===== src/rtl/spi_master_gen.sv =====
// SPI master with configurable word width, runtime SCLK divider, bit order,
// per-transfer CPOL/CPHA and one-hot chip selects with an optional hold between words.
`timescale 1ns/1ps
module spi_master_gen #(
   parameter int DATA_WIDTH = 8,
   parameter int NUM_CS     = 1,
   parameter int DIV_WIDTH  = 16,
   localparam int CSW       = (NUM_CS > 1) ? $clog2(NUM_CS) : 1
) (
   input  logic                  clk,
   input  logic                  reset_n,
   input  logic                  start,
   input  logic [DATA_WIDTH-1:0] tx_data,
   input  logic                  cpol,
   input  logic                  cpha,
   input  logic                  lsb_first,
   input  logic [DIV_WIDTH-1:0]  clk_div,
   input  logic [CSW-1:0]        cs_sel,
   input  logic                  cs_hold,
   output logic                  tx_ready,
   output logic                  busy,
   output logic                  done,
   output logic [DATA_WIDTH-1:0] rx_data,
   output logic                  sclk,
   output logic                  mosi,
   output logic [NUM_CS-1:0]     cs_n,
   input  logic                  miso
);

   localparam int BCW = $clog2(DATA_WIDTH);

   localparam logic [2:0] S_IDLE  = 3'd0;
   localparam logic [2:0] S_SETUP = 3'd1;
   localparam logic [2:0] S_PH_A  = 3'd2;
   localparam logic [2:0] S_PH_B  = 3'd3;
   localparam logic [2:0] S_LAG   = 3'd4;

   logic [2:0]            state_q, state_d;
   logic [DIV_WIDTH-1:0]  cnt_q, cnt_d;
   logic [BCW-1:0]        bit_cnt_q, bit_cnt_d;
   logic [DATA_WIDTH-1:0] tx_sh_q, tx_sh_d;
   logic [DATA_WIDTH-1:0] rx_sh_q, rx_sh_d;
   logic [DATA_WIDTH-1:0] rx_data_q, rx_data_d;
   logic                  cpol_q, cpol_d;
   logic                  cpha_q, cpha_d;
   logic                  lsb_q, lsb_d;
   logic [DIV_WIDTH-1:0]  div_q, div_d;
   logic                  hold_q, hold_d;
   logic                  sclk_q, sclk_d;
   logic                  mosi_q, mosi_d;
   logic [NUM_CS-1:0]     cs_n_q, cs_n_d;
   logic                  done_q, done_d;
   logic                  phase_end;

   // Active-low one-hot select; an index beyond NUM_CS selects nobody.
   function automatic logic [NUM_CS-1:0] cs_decode(input logic [CSW-1:0] idx);
      logic [NUM_CS-1:0] v;
      v = '1;
      for (int i = 0; i < NUM_CS; i++) begin
         if (CSW'(i) == idx) v[i] = 1'b0;
      end
      return v;
   endfunction

   assign phase_end = (cnt_q == div_q);
   assign tx_ready  = (state_q == S_IDLE);
   assign busy      = (state_q != S_IDLE);
   assign done      = done_q;
   assign rx_data   = rx_data_q;
   assign sclk      = sclk_q;
   assign mosi      = mosi_q;
   assign cs_n      = cs_n_q;

   // Next-state, phase timing and pin values; pins are set on the edge entering each state.
   always_comb begin
      state_d   = state_q;
      cnt_d     = cnt_q;
      bit_cnt_d = bit_cnt_q;
      tx_sh_d   = tx_sh_q;
      rx_sh_d   = rx_sh_q;
      rx_data_d = rx_data_q;
      cpol_d    = cpol_q;
      cpha_d    = cpha_q;
      lsb_d     = lsb_q;
      div_d     = div_q;
      hold_d    = hold_q;
      sclk_d    = sclk_q;
      mosi_d    = mosi_q;
      cs_n_d    = cs_n_q;
      done_d    = 1'b0;

      if (state_q != S_IDLE) begin
         cnt_d = phase_end ? '0 : cnt_q + DIV_WIDTH'(1);
      end

      case (state_q)
         S_IDLE: begin
            sclk_d = cpol;
            if (start) begin
               state_d   = S_SETUP;
               cnt_d     = '0;
               bit_cnt_d = '0;
               tx_sh_d   = tx_data;
               rx_sh_d   = '0;
               cpol_d    = cpol;
               cpha_d    = cpha;
               lsb_d     = lsb_first;
               div_d     = clk_div;
               hold_d    = cs_hold;
               mosi_d    = lsb_first ? tx_data[0] : tx_data[DATA_WIDTH-1];
               cs_n_d    = cs_decode(cs_sel);
            end
         end
         S_SETUP: begin
            if (phase_end) begin
               state_d = S_PH_A;
               sclk_d  = cpha_q ? ~cpol_q : cpol_q;
            end
         end
         S_PH_A: begin
            if (phase_end) begin
               state_d = S_PH_B;
               sclk_d  = cpha_q ? cpol_q : ~cpol_q;
               rx_sh_d = lsb_q ? {miso, rx_sh_q[DATA_WIDTH-1:1]}
                               : {rx_sh_q[DATA_WIDTH-2:0], miso};
            end
         end
         S_PH_B: begin
            if (phase_end) begin
               if (bit_cnt_q == BCW'(DATA_WIDTH-1)) begin
                  state_d = S_LAG;
                  sclk_d  = cpol_q;
               end else begin
                  state_d   = S_PH_A;
                  sclk_d    = cpha_q ? ~cpol_q : cpol_q;
                  bit_cnt_d = bit_cnt_q + BCW'(1);
                  tx_sh_d   = lsb_q ? (tx_sh_q >> 1) : (tx_sh_q << 1);
                  mosi_d    = lsb_q ? tx_sh_q[1] : tx_sh_q[DATA_WIDTH-2];
               end
            end
         end
         S_LAG: begin
            if (phase_end) begin
               state_d   = S_IDLE;
               sclk_d    = cpol;
               rx_data_d = rx_sh_q;
               done_d    = 1'b1;
               if (!hold_q) cs_n_d = '1;
            end
         end
         default: begin
            state_d = S_IDLE;
         end
      endcase
   end

   // State and pin registers; an asynchronous reset aborts any transfer silently.
   always_ff @(posedge clk or negedge reset_n) begin
      if (!reset_n) begin
         state_q   <= S_IDLE;
         cnt_q     <= '0;
         bit_cnt_q <= '0;
         tx_sh_q   <= '0;
         rx_sh_q   <= '0;
         rx_data_q <= '0;
         cpol_q    <= 1'b0;
         cpha_q    <= 1'b0;
         lsb_q     <= 1'b0;
         div_q     <= '0;
         hold_q    <= 1'b0;
         sclk_q    <= 1'b0;
         mosi_q    <= 1'b0;
         cs_n_q    <= '1;
         done_q    <= 1'b0;
      end else begin
         state_q   <= state_d;
         cnt_q     <= cnt_d;
         bit_cnt_q <= bit_cnt_d;
         tx_sh_q   <= tx_sh_d;
         rx_sh_q   <= rx_sh_d;
         rx_data_q <= rx_data_d;
         cpol_q    <= cpol_d;
         cpha_q    <= cpha_d;
         lsb_q     <= lsb_d;
         div_q     <= div_d;
         hold_q    <= hold_d;
         sclk_q    <= sclk_d;
         mosi_q    <= mosi_d;
         cs_n_q    <= cs_n_d;
         done_q    <= done_d;
      end
   end

endmodule


===== config.mk =====
export PLATFORM = sky130hd
export DESIGN_NAME = spi_master_gen
export DESIGN_NICKNAME = d
export VERILOG_FILES = /design/src/rtl/spi_master_gen.sv
export SDC_FILE = /design/constraint.sdc
export NUM_CORES = 1
export LEC_CHECK = 0
export BUFFER_PORTS_ARGS = -buffer_cell sky130_fd_sc_hd__clkbuf_2
export CAP_MARGIN = 15
export CORE_MARGIN = 3
export CORE_UTILIZATION = 40
export CTS_CLUSTER_DIAMETER = 40
export DETAILED_ROUTE_END_ITERATION = 6
export SLEW_MARGIN = 25
export SYNTH_ARGS = -nofsm -noshare
export SYNTH_HDL_FRONTEND = slang
export SYNTH_SLANG_ARGS = --single-unit
export TNS_END_PERCENT = 20

===== constraint.sdc =====
create_clock -name clk -period 4 [get_ports clk]
set_input_delay 1.2 -clock clk [delete_from_list [all_inputs] [get_ports clk]]
set_output_delay 1.2 -clock clk [all_outputs]
set_load 0.02 [all_outputs]

==> qor.txt, run 1 <==
CORE AREA -> 0.00842 mm2
CTS tree -> yes
Sw power -> 346 uW
# fillers -> 821
Final Util -> 48.1%
Internal Power -> 1.02 mW
Cell count after placement -> 455
Syn Nets -> 356
Distinct cells, synth -> 47
Crit start category -> register
RSZ-0062 raised after global routing -> false
Sw Ratio -> 25.4%
CTS sink count -> 70
Rows -> 33
Clock Latency Late Sink -> 0.34 ns
N_diodes -> 0
Number of global-route vias before repair -> 2427
Syn Inst Count -> 320
Setup violators final -> 0
Post-synth top area share -> 48.3%
Wire length per cell -> 14.9 um
Total Routing Usage GR -> 15.3%
Post-route antenna net violation count -> 0
Seq/Total Area, Yosys -> 49.1%
Top_reg_cell synth -> dfrtp_1
Remaining DRCs -> 0
Static leakage -> 2.01 nW
Total CTS buffers -> 9
Die Y-Extent -> 101 um
First DRT Iteration DRCs -> 175
CP Capture Type -> output pin
Top cells by area, synth -> dfrtp_1 (48%), mux2_1 (12%), mux2i_1 (7.8%)
Number of synthesized register bits -> 70
Buffers inserted by post-CTS timing repair -> 0
Share of layout cells above drive strength 1 -> 19.7%
Arr. time, crit path -> 1.99 ns
Slack of the critical path -> 0.805 ns
Post-synth top area cell -> dfrtp_1
Clock Pin Slew Worst Setup and Hold Paths -> 0.07 ns
Max IR drop VDD -> 0.122 mV
Worst Path Required -> 2.80 ns
Power per cell area -> 336 mW/mm2
Pwr Total -> 1.36 mW
Non-filler cells, final -> 471
Post-CTS sizing -> 0
Mapped Avg Cell Area -> 11.2 um2
Logic pwr share -> 6.7%
Top Ports -> 47
Outcome -> finished, final reports clean
CP Class -> register to output pin
Die Wd -> 101 um
Hold-fix buffers, CTS -> 0
Endpoints failing hold -> 0
Slew HR -> 44.4%
Initial antenna violation count -> 0
Worst-margin pin slew -> 0.833 ns
Port buffer count -> 46
Fmax -> 0.313 GHz
Number of synthesized flops with an enable pin -> 0
Longest Clk Path Bufs -> 2
GRT overflow -> 0
Final Slew Violations -> 0
Final setup TNS -> 0 ns
Final Cycle Share -> 79.9%
DR vias/cell -> 5.38
Largest net degree at the start of global routing -> 38
Final WL -> 7040 um
Total die area -> 0.0101 mm2
CTS root buf -> clkbuf_8
1st-pass router iterations -> 4
Nets -> 397
Initial Utilization -> 42.4%
Detail Placement HPWL -> 4890 um
Cell area after synthesis -> 0.00357 mm2
Layout area overhead -> 13.4%
Crit path time final -> 3.19 ns
First-pass GRT wire length -> 12200 um
Worst slack, placed -> 1.16 ns
Max-Cap Viols -> 0
Post-synth ARST share -> 100%
Clk pwr share -> 36.7%
Worst-path fanout max -> 21
Synth warn -> 0
# H-tree levels -> 3
Clk_skew -> 0.00968 ns
HP Class -> register to register
Total number of vias -> 2533
Reg power frac -> 56.7%
GP Congestion -> 0.806
-- worst max-delay path: stages, from the launching register on --
cell and delay, ns:
dfrtp_1 0.49, or3_1 0.71, inv_2 0.25, clkbuf_2 0.20
-- registers in the layout, indices dropped and copies added, names as in the netlist --
register,flops
cnt_q,16
div_q,16
rx_data,8
rx_sh_q,8
tx_sh_q,8
bit_cnt_q,3
state_q,3
cpha_q,1
cpol_q,1
cs_n,1
done,1
hold_q,1
lsb_q,1
mosi,1
sclk,1
-- cells by family (layout without fill, tap and decap cells) --
logic type,Yosys count,count (layout),synth area share [%]
xor+xnor,17,17,4.17
mux,65,65,19.5
compound gates,49,49,9.28
flops,70,70,49.1
buf+inv,34,80,3.99
fa+ha+maj,4,4,1.33
simple gates,81,81,12.7
-- power by group through the flow --
stage | Combinational, mW | Clock, mW | Sequential [mW]
finish | 0.0910 | 0.499 | 0.771
global route | 0.105 | 0.554 | 0.775
CTS | 0.0933 | 0.517 | 0.770
detailed placement | 0.0930 | 0 | 0.784
global placement | 0.0920 | 0 | 0.783
floorplan | 0.0566 | 0 | 0.769
-- metrics by stage --
stage | instance area [um2] | hold slack (ns)
finish | 4050 | 0.414
global route | 4050 | 0.440
CTS | 4050 | 0.420
detailed placement | 3880 | 0.409
global placement | 3880 | 0.399
floorplan | 3570 | 0.389
-- synth_stat cells (5+ instances only) --
| master | instances |
|---|---|
| mux2i_1 | 28 |
| xor2_1 | 16 |
| a31oi_1 | 13 |
| nand2_1 | 27 |
| nand3_1 | 6 |
| buf_2 | 6 |
| inv_1 | 13 |
| clkbuf_1 | 10 |
| and4_1 | 5 |
| nor2_1 | 9 |
| o21ai_1 | 5 |
| mux2_1 | 37 |
| dfrtp_1 | 69 |
| o21ai_0 | 10 |
-- per-layer routing --
layer | vias up | share of wire (%) | wire [um] | GRT usage (%)
met5 | - | 0 | 0 | 0
met4 | 0 | 2.1 | 145 | 6.84
met3 | 11 | 4.3 | 300 | 3.74
met2 | 47 | 44 | 3120 | 22.3
met1 | 1233 | 49 | 3470 | 21.4
li1 | 1242 | - | - | -
-- worst paths after layout --
| kind | slack, ns | depth (start not counted) | to | start |
|---|---|---|---|---|
| hold / removal | 0.41 | 1 | cs_n | hold_q |
| max in group asynchronous | 2.34 | 2 | cs_n | reset_n |
| setup / recovery | 0.81 | 3 | tx_ready | state_q[1] |
| hold reg to reg | 0.41 | 1 | cs_n | hold_q |
| setup reg to reg | 1.37 | 5 | rx_data[7] | cnt_q[8] |
| min in group asynchronous | 0.93 | 1 | div_q[3] | reset_n |
-- cell type report --
class	count	area [um2]	share of cell area, %
well taps	105	131	3.24
flip-flops and latches	70	1750	43.3
multi-input cells	216	1680	41.4
inverters	15	56.3	1.39
repair buffers	49	265	6.55
clock inverters	4	22.5	0.556
clock buffers	12	145	3.58
-- layout by cell type, fill, tap and decap left out, types with 9 or more instances in the layout --
cell / netlist / final
inv_1: 13 / 13
xor2_1: 16 / 16
mux2i_1: 28 / 28
clkbuf_8: 0 / 10
o21ai_0: 10 / 10
nand2_1: 27 / 27
nor2_1: 9 / 9
a31oi_1: 13 / 13
dfrtp_1: 69 / 69
mux2_1: 37 / 37
clkbuf_2: 0 / 45
Power figures use the tool's default switching activity.
==> inputs of run 2 (changes only) <==
==> constraint.sdc (replaced) <==
create_clock -name clk -period 2.75 [get_ports clk]
set_input_delay 0.825 -clock clk [delete_from_list [all_inputs] [get_ports clk]]
set_output_delay 0.825 -clock clk [all_outputs]
set_load 0.02 [all_outputs]
==> qor.txt, run 2 (synthesized netlist as in run 1, its figures left out) <==
Worst Setup SP -> state_q[1]
Hold Startpoint -> hold_q
Initial antenna violation count -> 0
Total number of vias -> 2642
Slowest library cell on the worst path -> dfrtp_1
Non-filler cells, final -> 480
Crit-path cells -> or3_1 > buf_4 > clkbuf_2
Outcome -> finished, final reports clean
Setup violators final -> 0
Slew HR -> 45.0%
Max IR drop VDD -> 0.274 mV
Longest Clk Path Bufs -> 2
Post-route antenna net violation count -> 0
Crit path time final -> 2.53 ns
Layout area overhead -> 17.8%
N_diodes -> 0
Placed Area -> 0.00396 mm2
Worst Path Required -> 1.93 ns
GRT overflow -> 0
1st-pass router iterations -> 4
CP Class -> register to output pin
GP Congestion -> 0.845
Top Ports -> 47
CTS tree -> yes
Number of global-route vias before repair -> 2705
CP bufs+invs -> 2
Total CTS buffers -> 9
CORE AREA -> 0.00842 mm2
Endpoints failing hold -> 0
Power per cell area -> 538 mW/mm2
Worst-path fanout max -> 20
Most frequent cells in the layout -> dfrtp_1 (69), clkbuf_2 (45), mux2_1 (37)
Clock Pin Slew Worst Setup and Hold Paths -> 0.08 ns
First DRT Iteration DRCs -> 138
RSZ-0062 raised after global routing -> false
Worst-margin pin slew -> 0.825 ns
Total Routing Usage GR -> 16.6%
Detail Placement HPWL -> 5360 um
Logic pwr share -> 6.0%
Die Wd -> 101 um
CP peak stage delay -> 0.51 ns
Max-Cap Viols -> 0
Nets -> 406
Sw Ratio -> 23.4%
Clk_skew -> 0.0131 ns
Final instance area -> 0.00421 mm2
Worst R2R Start -> cnt_q[7]
Sw power -> 530 uW
# H-tree levels -> 3
Clk pwr share -> 44.8%
Reg power frac -> 49.2%
Total die area -> 0.0101 mm2
Crit start category -> register
Initial Utilization -> 42.4%
CP Capture Type -> output pin
Buffers inserted by post-CTS timing repair -> 0
Kind of cell adding the most delay to the critical path -> flip-flops
Most common cell after layout, fill and taps aside -> dfrtp_1
CTS root buf -> clkbuf_8
Cell count after placement -> 464
Final WL -> 7520 um
Wire length per cell -> 15.7 um
Final Cycle Share -> 91.9%
HP Class -> register to register
Port buffer count -> 46
Pwr Total -> 2.27 mW
Rows -> 33
Biggest regs -> cnt_q (16), div_q (16)
Largest net degree at the start of global routing -> 27
Final Slew Violations -> 0
Final setup TNS -> 0 ns
Arr. time, crit path -> 1.70 ns
Fmax -> 0.396 GHz
Clock Latency Late Sink -> 0.35 ns
Post-CTS sizing -> 0
Hold-fix buffers, CTS -> 0
Die Y-Extent -> 101 um
Remaining DRCs -> 0
Static leakage -> 2.09 nW
Internal Power -> 1.74 mW
CTS sink count -> 70
First-pass GRT wire length -> 13200 um
Share of layout cells above drive strength 1 -> 22.1%
DR vias/cell -> 5.50
==> run 2: cell types whose count changed in the layout (fill, tap and decap cells not counted), moves of 2 or more <==
| cell | change |
|---|---|
| clkinv_2 | -3 |
| clkbuf_1 | -2 |
| clkinv_4 | +2 |
| bufinv_16 | +3 |
| buf_4 | +8 |
==> run 2: through the flow <==
| stage | hold slack [ns] | utilization (%) | worst slack [ns] |
|---|---|---|---|
| final | 0.426 | 50.0 | 0.223 |
| after global routing | 0.447 | 50.0 | 0.134 |
| after CTS | 0.426 | 50.0 | 0.214 |
| after detailed placement | 0.413 | 47.1 | 0.357 |
| after global placement | 0.398 | 47.1 | 0.378 |
| after floorplan | 0.389 | - | 0.505 |
==> run 2: layout make-up <==
| cell class | count | area, um2 |
|---|---|---|
| Timing Repair Buffer | 58 | 345 |
| Fill cell | 793 | 4210 |
| Clock inverter | 7 | 123 |
| Clock buffer | 9 | 124 |
| Sequential cell | 70 | 1750 |
| Inverter | 15 | 56.3 |
| Tap cell | 105 | 131 |
| Multi-Input combinational cell | 216 | 1680 |
==> run 2: power by group through the flow <==
stage	Sequential, mW	Clock [mW]	Combinational, mW
3_3_place_gp	1.13	0	0.137
5_1_grt	1.12	1.09	0.159
4_1_cts	1.12	1.04	0.140
6_report	1.12	1.01	0.136
3_5_place_dp	1.14	0	0.139
2_1_floorplan	1.12	0	0.0823
==> run 2: worst paths after layout <==
check	slack (ns)	endpoint	cells after the start
max in group asynchronous	1.66	cs_n	2
setup reg to reg	0.38	sclk	6
hold / removal	0.43	cs_n	1
min in group asynchronous	0.48	div_q[6]	1
hold reg to reg	0.43	cs_n	1
setup / recovery	0.22	busy	3
==> run 2: layer usage <==
| layer | routed length, um | vias to the layer above | share of wire, % | GRT usage (%) |
|---|---|---|---|---|
| met5 | 0 | - | 0 | 0 |
| met4 | 147 | 0 | 2.0 | 7.56 |
| met3 | 370 | 14 | 4.9 | 3.18 |
| met2 | 3530 | 70 | 47 | 25.6 |
| met1 | 3470 | 1301 | 46 | 22.8 |
| li1 | - | 1257 | - | - |
